==> src/rtl/prog_loader.sv <==
// Boot-time program loader: receives a byte stream, packs big-endian 16-bit
// words, writes them to instruction memory from address 0 upward, verifies a
// trailing XOR checksum word and releases the processor hold only on success.
module prog_loader #(
  parameter int ADDR_W = 5,
  parameter int DATA_W = 16,
  parameter int DEPTH  = 32
) (
  input  logic              clk,
  input  logic              proc_rst,
  input  logic              load_start,
  input  logic [ADDR_W:0]   load_len,
  input  logic [7:0]        byte_in,
  input  logic              byte_valid,
  output logic              byte_ready,
  output logic [ADDR_W-1:0] mem_addr,
  output logic [DATA_W-1:0] mem_data_out,
  output logic              mem_write,
  output logic              cpu_hold,
  output logic              load_done,
  output logic              load_err
);

  typedef enum logic [2:0] {
    IDLE   = 3'd0,
    HI     = 3'd1,
    LO     = 3'd2,
    WRITE  = 3'd3,
    CHK_HI = 3'd4,
    CHK_LO = 3'd5,
    VERIFY = 3'd6,
    DONE   = 3'd7
  } state_t;

  state_t            state_r;
  logic [ADDR_W:0]   len_r;
  logic [ADDR_W-1:0] addr_r;
  logic [DATA_W-1:0] chk_r;
  logic [7:0]        hi_r;
  logic [7:0]        lo_r;
  logic              transfer_s;
  logic              last_word_s;

  // Running checksum: fold one payload word into the accumulated XOR.
  function automatic logic [DATA_W-1:0] chk_step(input logic [DATA_W-1:0] acc,
                                                 input logic [DATA_W-1:0] word);
    return acc ^ word;
  endfunction

  // A load length is usable only if it is nonzero and fits the memory.
  function automatic logic len_ok(input logic [ADDR_W:0] len);
    return (len != {(ADDR_W+1){1'b0}}) && (len <= (ADDR_W+1)'(DEPTH));
  endfunction

  // Handshake and write strobe are pure decodes of the state register, so
  // byte_valid never reaches byte_ready combinationally.
  assign byte_ready  = (state_r == HI) || (state_r == LO) ||
                       (state_r == CHK_HI) || (state_r == CHK_LO);
  assign mem_write   = (state_r == WRITE);
  assign transfer_s  = byte_valid & byte_ready;
  assign last_word_s = ({1'b0, addr_r} == (len_r - (ADDR_W+1)'(1)));

  // Loader sequencer: state, datapath registers and registered status outputs.
  always_ff @(posedge clk or negedge proc_rst) begin
    if (!proc_rst) begin
      state_r      <= IDLE;
      len_r        <= '0;
      addr_r       <= '0;
      chk_r        <= '0;
      hi_r         <= 8'h00;
      lo_r         <= 8'h00;
      mem_addr     <= '0;
      mem_data_out <= '0;
      cpu_hold     <= 1'b1;
      load_done    <= 1'b0;
      load_err     <= 1'b0;
    end else begin
      case (state_r)
        IDLE, DONE: begin
          if (load_start) begin
            if (len_ok(load_len)) begin
              len_r     <= load_len;
              addr_r    <= '0;
              chk_r     <= '0;
              load_done <= 1'b0;
              load_err  <= 1'b0;
              cpu_hold  <= 1'b1;
              state_r   <= HI;
            end else begin
              load_err  <= 1'b1;
              load_done <= 1'b0;
              cpu_hold  <= 1'b1;
              state_r   <= IDLE;
            end
          end else begin
            state_r <= state_r;
          end
        end
        HI: begin
          if (transfer_s) begin
            hi_r    <= byte_in;
            state_r <= LO;
          end else begin
            state_r <= HI;
          end
        end
        LO: begin
          // Present address and data for the single WRITE cycle that follows.
          if (transfer_s) begin
            lo_r         <= byte_in;
            mem_addr     <= addr_r;
            mem_data_out <= {hi_r, byte_in};
            state_r      <= WRITE;
          end else begin
            state_r <= LO;
          end
        end
        WRITE: begin
          chk_r <= chk_step(chk_r, {hi_r, lo_r});
          if (last_word_s) begin
            state_r <= CHK_HI;
          end else begin
            addr_r  <= addr_r + ADDR_W'(1);
            state_r <= HI;
          end
        end
        CHK_HI: begin
          if (transfer_s) begin
            hi_r    <= byte_in;
            state_r <= CHK_LO;
          end else begin
            state_r <= CHK_HI;
          end
        end
        CHK_LO: begin
          if (transfer_s) begin
            lo_r    <= byte_in;
            state_r <= VERIFY;
          end else begin
            state_r <= CHK_LO;
          end
        end
        VERIFY: begin
          if (chk_r == {hi_r, lo_r}) begin
            load_done <= 1'b1;
            cpu_hold  <= 1'b0;
            state_r   <= DONE;
          end else begin
            load_err  <= 1'b1;
            cpu_hold  <= 1'b1;
            state_r   <= IDLE;
          end
        end
        default: begin
          cpu_hold <= 1'b1;
          state_r  <= IDLE;
        end
      endcase
    end
  end

endmodule

==> config.mk <==
export PLATFORM = sky130hd
export DESIGN_NAME = prog_loader
export DESIGN_NICKNAME = d
export VERILOG_FILES = /design/src/rtl/prog_loader.sv
export SDC_FILE = /design/constraint.sdc
export NUM_CORES = 1
export LEC_CHECK = 0
export ABC_AREA = 1
export BUFFER_PORTS_ARGS = -buffer_cell sky130_fd_sc_hd__buf_2
export CORE_UTILIZATION = 50
export CTS_CLUSTER_SIZE = 14
export DETAILED_ROUTE_END_ITERATION = 8
export PLACE_DENSITY = 0.71
export SLEW_MARGIN = 20
export SYNTH_ARGS = -nofsm -noshare
export SYNTH_HDL_FRONTEND = slang
export SYNTH_SLANG_ARGS = --single-unit
==> constraint.sdc <==
create_clock -name clk -period 2.24 [get_ports clk]
set_input_delay 0.672 -clock clk [delete_from_list [all_inputs] [get_ports clk]]
set_output_delay 0.672 -clock clk [all_outputs]
set_load 0.02 [all_outputs]
# [Yosys cells after proc, flatten, opt, wreduce, memory -nomap -nowiden]
# Index checks and enable logic that the tools add are counted.
[word_totals] reg_bits=70 out_inout_bits=26 word_cells=76 inputBits=18
[classes] magnitude_cmp=1 n_reduce_logical=20 addsub=2 bitwise=2 eq_ne=14 mux=26
[op_table] cell="$mux W16" n=2
[op_table] cell="$pmux W16 S2" n=1
[op_table] cell="$pmux W3 S7" n=1
[op_table] cell="$eq A16 B16 Y1" n=1
[op_table] cell="$xor A16 B16 Y16" n=1
[op_table] cell="$mux W5" n=3
[op_table] cell="$eq A3 B3 Y1 const B" n=4
[op_table] cell="$reduce_and A3 Y1" n=4
[op_table] cell="$mux W1" n=10
[op_table] cell="$ne A2 B2 Y1 const B" n=5
[op_table] cell="$pmux W5 S2" n=1
[op_table] cell="$mux W3" n=3
[op_table] cell="$reduce_and A2 Y1" n=4
[op_table] cell="$eq A3 B2 Y1 const B" n=2
[op_table] cell="$eq A5 B6 Y1" n=1
[op_table] cell="$le A6 B6 Y1 const B" n=1
[op_table] cell="$pmux W1 S2" n=3
[op_table] cell="$reduce_bool A6 Y1" n=1
[op_table] cell="$reduce_or A2 Y1" n=3
[op_table] cell="$sub A6 B1 Y6 const B" n=1
[op_table] cell="$add A5 B1 Y5 const B" n=1
[op_table] cell="$mux W2" n=2
[op_table] cell="$reduce_and A4 Y1" n=1
[op_table] cell="$reduce_bool A2 Y1" n=2
[op_table] cell="5 further kinds" n=7

# [Logic depth before layout (Yosys ltp)]
[logic_depth] word_depth=7 mapped_depth=13 mapped_depth_nobuf=13

# [Least setup slack after synthesis]
# Ideal clock, no wire load.
[synth_timing] kind="reg2out" startpoint="register state_r[1]" endpoint="output mem_write" stages_incl_launch_ff=4 required_time_ns=1.568 arrival_time_ns=1.085 path_slack_ns=0.483 n_path_buf=1 cell_sequence="dfrtp_1 -> nand2_1 -> nor2_1 -> clkbuf_1"
[synth_via] elab_chain_cells=1
[synth_lines] element="start, declared" line_no="35" text="state_t state_r;"
[synth_lines] element="start signal, assigned" line_no="96" text="state_r <= state_r;"
[synth_lines] element="$eq A3 B2 Y1" line_no="59" text="assign mem_write = (state_r == WRITE);"
[synth_lines] element="end, declared" line_no="18" text="output logic mem_write,"
# Every way passes these cells.

# [Final worst setup path]
# Ends and elaborated chain as after synthesis.

==> results.yml <==
clocking:
  cts_tree: "built"
  clockBufferDepth: 2
  clk_pin_slew_worst_paths_ps: 80
  cts-buffers-inserted: 9
  clk_latency_ps: 350
  post_cts_buffers: 0
  hold_buffers: 0
  cts_max_level: 3
  cts.sinks: 70
  cts_resized: 0
  cts-root-buf: "clkbuf_8"
setup_path:
  crit_chain: "nand2_1 > nor2_1 > buf_2"
  crit_fanout: 5
  end_kind: "output port"
  reg2reg_depth: 10
  worst_ep_required_time_ps: 1570
  cp-start-kind: "register"
  crit_arrival_ps: 1460
  r2r_start: "state_r[1]"
  rrSetupSlack_ps: 440
  slowest_delay_ps: 420
  worst-setup-path-type: "reg2out"
  rr_endpoint: "addr_r[0]"
  cpMaxStageDelayCell: "dfrtp_1"
global_routing:
  grt_pass1_wl_um: 11500
  overflow: 0
  antenna_found_initial: 0
  track_usage_pct: 21.5
  grt_pass1_vias: 2488
  grt_max_degree: 38
pwr:
  total_power_w: 0.00537
  powerDensity_mw_per_mm2: 1430
  ir_drop_mv: 0.668
  p_leak_nw: 1.98
timing:
  fin_crit_sh_pct: 95.0
  tightest_slew_ps: 549
  slew_violations: 0
  whs_ps: 301
  fmax_mhz: 470
  grt_setup_unrepaired: "true"
  setup_tns_ps: 0
  fin_crit_ps: 2130
  skew_ps: 11.6
  setup_viol: 0
  hold_violations: 0
  fin_ws_ps: 112
  slew_headroom_pct: 63.4
die:
  core.rowCount: 29
  dieArea_mm2: 0.00686
  dieHeight_um: 82.8
  initial_core_util_pct: 51.7
  pin_count: 44
  die_w_um: 82.8
  core_area_mm2: 0.00631
routing:
  drtPass1Iterations: 4
  drc: 0
  routed_via_density: 5.06
  via_count: 2521
  drt_iter0_drc: 151
  avgRoutedWirePerCell_um: 13.5
  wirelength_um: 6720
  route.antenna.remaining_nets: 0
worst_hold_path:
  hold_path.class: "in2async"
finish:
  fillers: 561
  antenna_cells: 0
  drive_gt1_share_pct: 20.7
  regArea_mm2: 0.00175
  area_growth_pct: 15.3
  stdcell_area_mm2: 0.00376
  multi_input_area_mm2: 0.00128
  nets: 436
placed_design:
  place_ws_ps: 352
  place_hpwl_um: 4890
  place_area_mm2: 0.00356
  gp_congestion: 0.799
  portBuffers: 43
job:
  drv_cap: 0
yosys:
  synth_area_mm2: 0.00327
  ys_seq_elements: 70
  synth_top_area_share_pct: 52.9
  syn_nets: 386
  syn_area_per_cell_um2: 8.92
  ys_warn_count: 0
  synth.largest_area_cell: "dfrtp_1"
  yosysUniqueCellTypes: 30
  synthTopCellsByArea: "dfrtp_1, nand2_1, xor2_1"
  yosysSeqAreaShare_pct: 53.7
  syn_inst: 366
outcome:
  status: "completed"
[cells in the final DEF, fill, tap and decap left out, drive strengths merged]
cell,n
a211oi,1
a21oi,4
a22o,14
buf,49
bufinv,1
clkbuf,10
clkinv,4
clkinvlp,1
dfrtp,69
dfstp,1
ha,2
inv,40
mux2,5
nand2,112
nand3,14
nand4,7
nor2,30
nor3,2
o21a,1
o21ai,32
o22ai,1
o31ai,1
or2,1
xor2,19
[metrics by stage]
stage / cells / util [%]
after global placement: 482 / 56.5
after floorplan: 366 / -
after CTS: 498 / 59.6
after detailed placement: 482 / 56.5
final: 498 / 59.6
after global routing: 498 / 59.6
[logic make-up (layout without fill, tap and decap cells)]
kind of cell	after synthesis	after routing	share of synthesized area, %
simple gates	166	166	21.1
compound gates	54	54	10.5
xor+xnor	19	19	5.10
mux	5	5	1.72
flops	70	70	53.7
buf+inv	50	105	7.13
fa+ha+maj	2	2	0.766
[state kept, by name, summed over array words and instances (netlist names)]
name and count:
lo_r 8, load_done 1, mem_data_out 16, len_r 6
cpu_hold 1, state_r 3, hi_r 8, load_err 1
addr_r 5, chk_r 16, mem_addr 5
[critical path, delay by kind of cell (launching register included)]
| kind | cells | cell delay [ps] |
|---|---|---|
| simple gates | 2 | 450 |
| flops | 1 | 420 |
| buf+inv | 1 | 240 |
[worst max path at each step]
stage                     cells after the start         end         from  slack (ps)
after global routing                          7  byte_ready   state_r[0]         -10
final                                         3   mem_write   state_r[1]         110
after CTS                                     7  byte_ready   state_r[2]          70
after floorplan                               3   mem_write   state_r[1]         480
after detailed placement                     11   addr_r[2]  load_len[1]         350
after global placement                       11   addr_r[4]  load_len[1]         400
[Yosys cell counts, drive strengths merged]
cell      n
o22ai     1
o21a      1
o21ai    32
a21oi     4
xor2     19
nand2   112
mux2      5
dfstp     1
a22o     14
inv      40
a211oi    1
ha        2
nor3      2
or2       1
clkbuf    1
o31ai     1
nand4     7
nand3    14
buf       9
dfrtp    69
nor2     30
[layout make-up]
| cell class | instances | area share, % |
|---|---|---|
| tap | 77 | 2.56 |
| multi-input combinational | 246 | 34.0 |
| sequential | 70 | 46.6 |
| inverter | 40 | 3.99 |
| clock buffer | 10 | 3.66 |
| clock inverter | 6 | 1.63 |
| timing repair buffer | 49 | 7.58 |
[where the power goes]
group | internal [W] | switching (W) | total, W | leakage [nW]
Sequential | 0.00176 | 0.000340 | 0.00210 | 0.887
Clock | 0.000541 | 0.000494 | 0.00103 | 0.102
Combinational | 0.000826 | 0.00141 | 0.00223 | 0.995
Total | 0.00313 | 0.00224 | 0.00537 | 1.98
[metal layers]
metal  share of wire [%]  routed length [um]  up-vias  global-route usage, %
li1                    -                   -     1279                      -
met1                  46                3060     1189                   27.4
met2                  49                3320       43                   35.7
met3                 2.9                 194       10                   4.27
met4                 2.1                 140        0                   9.09
met5                   0                   0        -                      0
No activity file was read; power rests on OpenSTA's default activity.
